$ cat src/rtl/fft_ctrl_param.sv
// fft_ctrl_param: control sequencer for a radix-2 N-point FFT (N = 2**LOG2N).
// A frame runs as: N load cycles, then LOG2N stage windows of STAGE_CYC cycles
// each, then a one-cycle done pulse.
// Parameters: LOG2N (1..10), STAGE_CYC (1..15).
// Ports:
//   clk, reset_n   rising-edge clock, asynchronous active-low reset
//   start, abort   frame request; synchronous abort (abort wins over start)
//   en_s2p         s2p load enable, high for N cycles per frame
//   s2p_idx        sample index during load
//   en_stage       one-hot stage enable
//   stage_idx      binary index of the active stage
//   busy, done     busy from first LOAD cycle through DONE; done pulse
// Optional macro FFT_CTRL_PENDING_START_EN: queues one start seen while busy
// and chains straight from DONE into the next LOAD.
module fft_ctrl_param #(
   parameter int unsigned LOG2N     = 3,
   parameter int unsigned STAGE_CYC = 1
) (
   input  logic                                          clk,
   input  logic                                          reset_n,
   input  logic                                          start,
   input  logic                                          abort,
   output logic                                          en_s2p,
   output logic [LOG2N-1:0]                              s2p_idx,
   output logic [LOG2N-1:0]                              en_stage,
   output logic [((LOG2N > 1) ? $clog2(LOG2N) : 1)-1:0]  stage_idx,
   output logic                                          busy,
   output logic                                          done
);

   localparam int unsigned LW = LOG2N;
   localparam int unsigned SW = (LOG2N > 1) ? $clog2(LOG2N) : 1;
   localparam int unsigned CW = 4;

   typedef enum logic [1:0] {
      S_IDLE  = 2'd0,
      S_LOAD  = 2'd1,
      S_STAGE = 2'd2,
      S_DONE  = 2'd3
   } state_e;

   state_e          state_q, state_d;
   logic [LW-1:0]   load_cnt_q, load_cnt_d;
   logic [SW-1:0]   stage_cnt_q, stage_cnt_d;
   logic [CW-1:0]   cyc_cnt_q, cyc_cnt_d;
`ifdef FFT_CTRL_PENDING_START_EN
   logic            pend_q, pend_d;
`endif

   logic            en_s2p_d;
   logic [LW-1:0]   s2p_idx_d;
   logic [LW-1:0]   en_stage_d;
   logic [SW-1:0]   stage_idx_d;
   logic            busy_d;
   logic            done_d;

   // Next-state and counter update
   always_comb begin
      state_d     = state_q;
      load_cnt_d  = load_cnt_q;
      stage_cnt_d = stage_cnt_q;
      cyc_cnt_d   = cyc_cnt_q;
`ifdef FFT_CTRL_PENDING_START_EN
      pend_d      = pend_q;
`endif
      if (abort) begin
         state_d     = S_IDLE;
         load_cnt_d  = '0;
         stage_cnt_d = '0;
         cyc_cnt_d   = '0;
`ifdef FFT_CTRL_PENDING_START_EN
         pend_d      = 1'b0;
`endif
      end else begin
         unique case (state_q)
            S_IDLE: begin
               if (start) begin
                  state_d    = S_LOAD;
                  load_cnt_d = '0;
               end
            end
            S_LOAD: begin
`ifdef FFT_CTRL_PENDING_START_EN
               if (start) pend_d = 1'b1;
`endif
               // Counter wraps naturally to 0 on the last sample.
               load_cnt_d = load_cnt_q + LW'(1);
               if (&load_cnt_q) begin
                  state_d     = S_STAGE;
                  stage_cnt_d = '0;
                  cyc_cnt_d   = '0;
               end
            end
            S_STAGE: begin
`ifdef FFT_CTRL_PENDING_START_EN
               if (start) pend_d = 1'b1;
`endif
               if (cyc_cnt_q == CW'(STAGE_CYC - 1)) begin
                  cyc_cnt_d = '0;
                  if (stage_cnt_q == SW'(LOG2N - 1)) state_d = S_DONE;
                  else stage_cnt_d = stage_cnt_q + SW'(1);
               end else begin
                  cyc_cnt_d = cyc_cnt_q + CW'(1);
               end
            end
            S_DONE: begin
               state_d = S_IDLE;
`ifdef FFT_CTRL_PENDING_START_EN
               if (pend_q || start) begin
                  state_d    = S_LOAD;
                  load_cnt_d = '0;
                  pend_d     = 1'b0;
               end
`endif
            end
            default: state_d = S_IDLE;
         endcase
      end
   end

   // Moore output decode of the next state, registered below
   always_comb begin
      en_s2p_d    = 1'b0;
      s2p_idx_d   = '0;
      en_stage_d  = '0;
      stage_idx_d = '0;
      busy_d      = (state_d != S_IDLE);
      done_d      = (state_d == S_DONE);
      if (state_d == S_LOAD) begin
         en_s2p_d  = 1'b1;
         s2p_idx_d = load_cnt_d;
      end
      if (state_d == S_STAGE) begin
         en_stage_d  = LW'(1) << stage_cnt_d;
         stage_idx_d = stage_cnt_d;
      end
   end

   // State, counter and output registers
   always_ff @(posedge clk or negedge reset_n) begin
      if (!reset_n) begin
         state_q     <= S_IDLE;
         load_cnt_q  <= '0;
         stage_cnt_q <= '0;
         cyc_cnt_q   <= '0;
`ifdef FFT_CTRL_PENDING_START_EN
         pend_q      <= 1'b0;
`endif
         en_s2p      <= 1'b0;
         s2p_idx     <= '0;
         en_stage    <= '0;
         stage_idx   <= '0;
         busy        <= 1'b0;
         done        <= 1'b0;
      end else begin
         state_q     <= state_d;
         load_cnt_q  <= load_cnt_d;
         stage_cnt_q <= stage_cnt_d;
         cyc_cnt_q   <= cyc_cnt_d;
`ifdef FFT_CTRL_PENDING_START_EN
         pend_q      <= pend_d;
`endif
         en_s2p      <= en_s2p_d;
         s2p_idx     <= s2p_idx_d;
         en_stage    <= en_stage_d;
         stage_idx   <= stage_idx_d;
         busy        <= busy_d;
         done        <= done_d;
      end
   end

endmodule

$ cat config.mk
export PLATFORM = sky130hd
export DESIGN_NAME = fft_ctrl_param
export DESIGN_NICKNAME = d
export VERILOG_FILES = /design/src/rtl/fft_ctrl_param.sv
export SDC_FILE = /design/constraint.sdc
export NUM_CORES = 1
export LEC_CHECK = 0
export ABC_AREA = 1
export CAP_MARGIN = 20
export CORE_ASPECT_RATIO = 0.6
export CORE_MARGIN = 8
export CORE_UTILIZATION = 35
export CTS_CLUSTER_DIAMETER = 80
export CTS_CLUSTER_SIZE = 28
export DETAILED_ROUTE_END_ITERATION = 6
export PLACE_DENSITY = 0.67
export SETUP_SLACK_MARGIN = 0.2
export SYNTH_ARGS = -nofsm -noshare
export SYNTH_HDL_FRONTEND = slang
export SYNTH_SLANG_ARGS = --single-unit
$ cat constraint.sdc
create_clock -name clk -period 2.65 [get_ports clk]
set_clock_uncertainty 0.15 [all_clocks]
set_input_delay 0.53 -clock clk [delete_from_list [all_inputs] [get_ports clk]]
set_output_delay 0.53 -clock clk [all_outputs]
set_load 0.05 [all_outputs]
==> key figures, run 1 <==
Run status
  – Status: completed

Setup path
  – CP Class: reg2out
  – Setup crit end: stage_idx[0]
  – Delay-heaviest family, CP: buffers and inverters
  – CP max-delay cell: clkdlybuf4s50_1
  – Buffers plus inverters on the worst setup path: 1
  – FF-to-FF path depth: 10
  – Startpoint types: flop
  – Worst Setup End Kind: primary output
  – Critical path depth in cells: 1
  – Reg2Reg Launch Point: load_cnt_q[0]
  – Crit path cell chain: clkdlybuf4s50_1
  – Crit path launch: stage_idx[0]
  – CP peak stage delay: 0.82 ns
  – Reg-to-reg endpoint: en_stage[0]
  – Worst Path Max Fanout: 1
  – FF-to-FF setup slack: roughly 0.9 ns
  – WP data arrival: around 1.4 ns
  – Critical Path RT: approximately 2 ns

Cells and area
  – Antenna cells: 0
  – Share of post-route cells with drive strength above 1: 18.7%
  – Most frequent cells in the layout: nand2_1, dfrtp_1, inv_1, clkdlybuf4s50_1, nand3_1
  – Finished Layout Cells: between 150 and 200
  – Commonest non-fill, non-tap cell in the layout: nand2_1
  – Core Util, Final: between 40 and 50%
  – Area delta synth->final: 22.2%
  – Net count, final: 164
  – Post-route cell area: ~1400 um2

CTS
  – Number of setup buffers added after CTS: 0
  – CTS Root Buffer Type: clkbuf_8
  – Clk slew on worst S/H paths: 0.08 ns
  – H-tree Lvls: 1
  – CTS tree: built
  – Clk_lat worst skew: 0.26 ns
  – Num CTS Buffers: 3
  – Quantity of gates resized following cts: 0
  – Num Clock Sinks: 22
  – Clock tree buffer depth: 2
  – Post-cts hold buffer count: 0

Floorplan
  – Die W: roughly 91 um
  – DIE HEIGHT: approximately 61 um
  – Die area: between 5000 and 6000 um2
  – Core footprint: 3220 um2
  – IO Count: 15
  – Initial Util: 36.2%
  – FP Rows: 16

Routing
  – Drt wl/cell: ~12 um
  – Routed vias/inst: ~4.4
  – Total Wirelength: approximately 2300 um
  – Post-route DRC: 0
  – 1st-pass router iterations: 4
  – Routed Antenna Nets: 0
  – Via count: between 800 and 900
  – Drt initial violations: 56

STA
  – Final setup TNS: 0 ns
  – Worst Max-Slew Pin Slew: between 0.5 and 0.6 ns
  – Final hold vios: 0
  – Slew margin rel.: approximately two thirds
  – Period minus WS final: approximately 2.1 ns
  – Fin. max-slew vios: 0
  – Final count of negative-setup-slack endpoints: 0
  – FMAX: 0.472 GHz
  – Post-layout worst setup margin: about 0.53 ns
  – RSZ-0062 raised after global routing: false
  – Crit share post-route: approximately four fifths

Global route
  – First-pass GRT wire length: ~3900 um
  – Total gr overflow: 0
  – All-Layer GR Usage: under 10%
  – Largest net degree at the start of global routing: 23
  – Initial antenna violation count: 0
  – Number of global-route vias before repair: 869

Synthesis
  – Post-synthesis sequential area ratio: a little under half
  – Post-Syn Nets: about 140
  – Cells after synthesis: 131
  – Yosys cell types: 20
  – Synth warn: 0
  – FF+latch count, synth: 22
  – Syn avg cell area: about 8.9 um2
  – Synthesized cell area: 1170 um2

Placed design
  – Dpl cell area: between 1000 and 1500 um2
  – DP Worst Slack: around 0.69 ns
  – Dpl hpwl: between 1500 and 2000 um
  – Placer Congestion: 0.816
  – PortBufs: 14
  – Placed cells: around 190

Power and ir drop
  – Max VDD drop: roughly 0.21 mV
  – P per Cell Area: between 400 and 500 nW/um2
  – Pleak: ~0.74 nW

Worst hold path
  – Min-Delay Path Class: reg2reg

Job
  – # Max-Cap Violations: 0
-- kinds of logic after synthesis --
group | share of synthesized area, %
adders and majority gates | 9.66
buffers and inverters | 7.19
AOI/OAI and AO/OA | 5.79
and+or+nand+nor | 29.4
xor gates and xnor gates | 0.751
DFF | 47.2
-- cells in the mapped netlist --
| master | n | area, um2 |
|---|---|---|
| nand3_1 | 13 | 65.1 |
| ha_1 | 9 | 113 |
| dfrtp_1 | 22 | 551 |
| o21ai_0 | 3 | 15.0 |
| clkinv_4 | 1 | 8.76 |
| nand2_4 | 2 | 22.5 |
| inv_1 | 18 | 67.6 |
| nor2_1 | 7 | 26.3 |
| o21ai_2 | 2 | 17.5 |
| xor2_1 | 1 | 8.76 |
| nand3_2 | 2 | 20.0 |
| nor2_2 | 5 | 31.3 |
| nand2_1 | 26 | 97.6 |
| a21oi_1 | 4 | 20.0 |
| inv_2 | 2 | 7.51 |
| nand3_4 | 1 | 17.5 |
| nand4_1 | 1 | 6.26 |
| nand2_2 | 8 | 50.1 |
| o21ai_1 | 3 | 15.0 |
| and2_0 | 1 | 6.26 |
-- sequential cells by signal (all words and copies together) (netlist names) --
signal	cells
stage_idx	2
s2p_idx	3
done	1
stage_cnt_q	2
en_stage	3
en_s2p	1
busy	1
state_q	2
load_cnt_q	3
cyc_cnt_q	4
-- cell type report --
cell class,count,area [um2]
Fill cell,319,1800
Sequential cell,22,551
Multi-Input combinational cell,88,532
Timing Repair Buffer,15,148
Inverter,21,83.8
Tap cell,45,56.3
Clock buffer,4,55.1
-- metal layers --
| metal | share of wire [%] | GRT usage, % | up-vias | wire, um |
|---|---|---|---|---|
| li1 | - | - | 445 | - |
| met1 | 50 | 11.4 | 407 | 1180 |
| met2 | 43 | 14.4 | 15 | 1010 |
| met3 | 6.5 | 4.07 | 0 | 153 |
| met4 | 0 | 1.41 | 0 | 0 |
| met5 | 0 | 0 | - | 0 |
-- power by group --
part	total (mW)	switching [mW]	internal (mW)
registers	0.348	0.00441	0.344
clock network	0.236	0.103	0.132
logic	0.0991	0.0677	0.0314
-- through the flow --
| stage | power [mW] | hold slack (ns) |
|---|---|---|
| after floorplan | 0.421 | 0.0844 |
| after global placement | 0.453 | 0.401 |
| after detailed placement | 0.455 | 0.405 |
| after CTS | 0.693 | 0.426 |
| after global routing | 0.721 | 0.470 |
| final | 0.683 | 0.419 |
-- how the worst min path moves through the flow --
stage                      start           end  slack (ns)  cells after the start
finish              cyc_cnt_q[2]  cyc_cnt_q[2]        0.42                      2
global route        cyc_cnt_q[2]  cyc_cnt_q[2]        0.47                      2
CTS                 cyc_cnt_q[2]  cyc_cnt_q[2]        0.43                      2
detailed placement  cyc_cnt_q[2]  cyc_cnt_q[2]        0.40                      2
global placement    cyc_cnt_q[2]  cyc_cnt_q[2]        0.40                      2
floorplan                reset_n          busy        0.08                      0
(Power assumes the default switching activity.)
==> run 2: changes to the inputs <==
==> constraint.sdc (replaced) <==
create_clock -name clk -period 2.1 [get_ports clk]
set_clock_uncertainty 0.15 [all_clocks]
set_input_delay 0.42 -clock clk [delete_from_list [all_inputs] [get_ports clk]]
set_output_delay 0.42 -clock clk [all_outputs]
set_load 0.05 [all_outputs]
==> key figures, run 2 (synthesized netlist as in run 1, its figures left out) <==
Global route
  – Busiest grt layer: met2
  – Largest net degree at the start of global routing: 23 (unchanged)
  – All-Layer GR Usage: 9.33% (+0.27 points)
  – Total gr overflow: 0 (unchanged)
  – GR Util met3: 4.44% (+0.37 points)
  – Met1 Use GR: 11.9% (+0.58 points)
  – Initial antenna violation count: 0 (unchanged)
  – Global routing usage on met2: 14.0% (-0.41 points)
  – First-pass GRT wire length: 4020 um (+1.9%)
  – Number of global-route vias before repair: 870 (+0.12%)

Setup path
  – WP data arrival: 1.76 ns (+0.32 ns)
  – FF-to-FF path depth: 10 (unchanged)
  – CP Class: reg2reg
  – Startpoint types: flop
  – Worst Setup End Kind: flop
  – Critical Path RT: 2.11 ns (+0.14 ns)
  – Worst Path Max Fanout: 5 (+4)

STA
  – Crit share post-route: 83.2%
  – Final hold vios: 0 (unchanged)
  – FMAX: around 0.57 GHz
  – Worst Max-Slew Pin Slew: 0.519 ns (-0.00691 ns)
  – Final setup TNS: 0 ns (unchanged)
  – RSZ-0062 raised after global routing: false
  – Slew margin rel.: 65.5% (+0.71 points)
  – Fin. max-slew vios: 0 (unchanged)
  – Final count of negative-setup-slack endpoints: 0 (unchanged)
  – Period minus WS final: 1.75 ns

Job
  – # Max-Cap Violations: 0 (unchanged)

CTS
  – H-tree Lvls: 1 (unchanged)
  – CTS tree: built
  – Clock tree buffer depth: 2 (unchanged)
  – Num Clock Sinks: 22 (unchanged)
  – Clk slew on worst S/H paths: 0.08 ns (about the same)
  – CTS Root Buffer Type: clkbuf_8
  – Num CTS Buffers: 3 (unchanged)
  – Clk_lat worst skew: 0.26 ns (about the same)

Power and ir drop
  – Final Power: 0.861 mW (+26%)
  – P per Cell Area: 610 nW/um2 (+27%)
  – Max VDD drop: 0.257 mV (+21%)
  – Pleak: 0.786 nW (+6.7%)

Placed design
  – Dpl hpwl: 1820 um (-1.1%)
  – PortBufs: 14 (unchanged)
  – Placer Congestion: 0.816 (about the same)

Routing
  – Routed Antenna Nets: 0 (unchanged)
  – Drt initial violations: 58 (+3.6%)
  – Routed vias/inst: 4.41 (-0.81%)
  – Total Wirelength: 2310 um (-1.5%)
  – 1st-pass router iterations: 4 (unchanged)
  – Post-route DRC: 0 (unchanged)
  – Via count: 860 (-0.81%)
  – Drt wl/cell: 11.8 um (-1.5%)

Cells and area
  – Biggest register: cyc_cnt_q
  – Commonest non-fill, non-tap cell in the layout: nand2_1
  – Core Util, Final: 43.8% (-0.43 points)
  – Max FFs per register: 4 (unchanged)
  – Antenna cells: 0 (unchanged)
  – Most frequent cells in the layout: nand2_1, dfrtp_1, inv_1, nand3_1, dlygate4sd2_1
  – Share of post-route cells with drive strength above 1: 18.7% (unchanged)
  – Net count, final: 164 (unchanged)
  – Area delta synth->final: 21.0%

Worst hold path
  – Min-Delay Path Class: in2async

Floorplan
  – Die W: 90.5 um (unchanged)
  – FP Rows: 16 (unchanged)
  – IO Count: 15 (unchanged)
  – DIE HEIGHT: 60.7 um (unchanged)
  – Core footprint: 3220 um2 (unchanged)
  – Die area: 5500 um2 (unchanged)
  – Initial Util: 36.2% (unchanged)

Run status
  – Status: completed
## run 2: cell types whose count changed in the layout (fill, tap and decap cells not counted)
cell | before | now
clkdlybuf4s50_1 | 14 | 3
dlygate4sd2_1 | 0 | 11
o21ai_0 | 3 | 2
o21ai_1 | 3 | 4
## run 2: worst max-delay path, stage by stage (launching register included)
cell and delay, ns:
dfrtp_1 0.39, ha_1 0.20, ha_1 0.22, inv_1 0.08, nand2_2 0.09, nand2_2 0.10
nand2_2 0.06, nand2_2 0.08, nand3_1 0.13, nand2_1 0.12, nor2_2 0.03
## run 2: per-layer routing
metal / part of all wire [%] / vias up
li1: - / 448
met1: 51 / 387
met3: 7.5 / 2
met2: 41 / 23
met5: 0 / -
met4: 0.26 / 0
## run 2: per-stage QoR
| step | area (um2) | hold slack, ns | setup WS (ns) | std cells |
|---|---|---|---|---|
| 6_report | 1410 | 0.360 | 0.352 | 195 |
| 5_1_grt | 1410 | 0.390 | 0.206 | 195 |
| 4_1_cts | 1410 | 0.370 | 0.342 | 195 |
| 3_5_place_dp | 1370 | 0.407 | 0.245 | 191 |
| 3_3_place_gp | 1370 | 0.401 | 0.284 | 191 |
| 2_1_floorplan | 1170 | -0.0256 | 0.522 | 131 |
## run 2: what timing repair did
action | CTS | global route
hold buffers | 0 | 0
endpoints found under the setup margin | 11 | 5
setup buffers | 0 | 0
resized for setup | 11 | 1
## run 2: layout make-up
cell class | count | area, um2
fill | 321 | 1810
sequential | 22 | 551
multi-input combinational | 88 | 532
timing repair buffer | 15 | 134
inverter | 21 | 83.8
tap | 45 | 56.3
clock buffer | 4 | 55.1
## run 2: path summary, 6_finish.rpt
path / to / slack [ns] / startpoint
min in group clk: cyc_cnt_q[2] / 0.43 / cyc_cnt_q[2]
hold / removal: cyc_cnt_q[3] / 0.36 / reset_n
setup reg to reg: en_stage[0] / 0.35 / load_cnt_q[0]
setup / recovery: en_stage[0] / 0.35 / load_cnt_q[0]
hold reg to reg: cyc_cnt_q[2] / 0.43 / cyc_cnt_q[2]
max in group asynchronous: en_stage[0] / 1.22 / reset_n
## run 2: power by group
part	internal, mW	total [mW]	leakage, nW	switching (mW)
clock	0.167	0.301	0.0288	0.133
combinational	0.0357	0.122	0.454	0.0859
sequential	0.434	0.439	0.303	0.00527
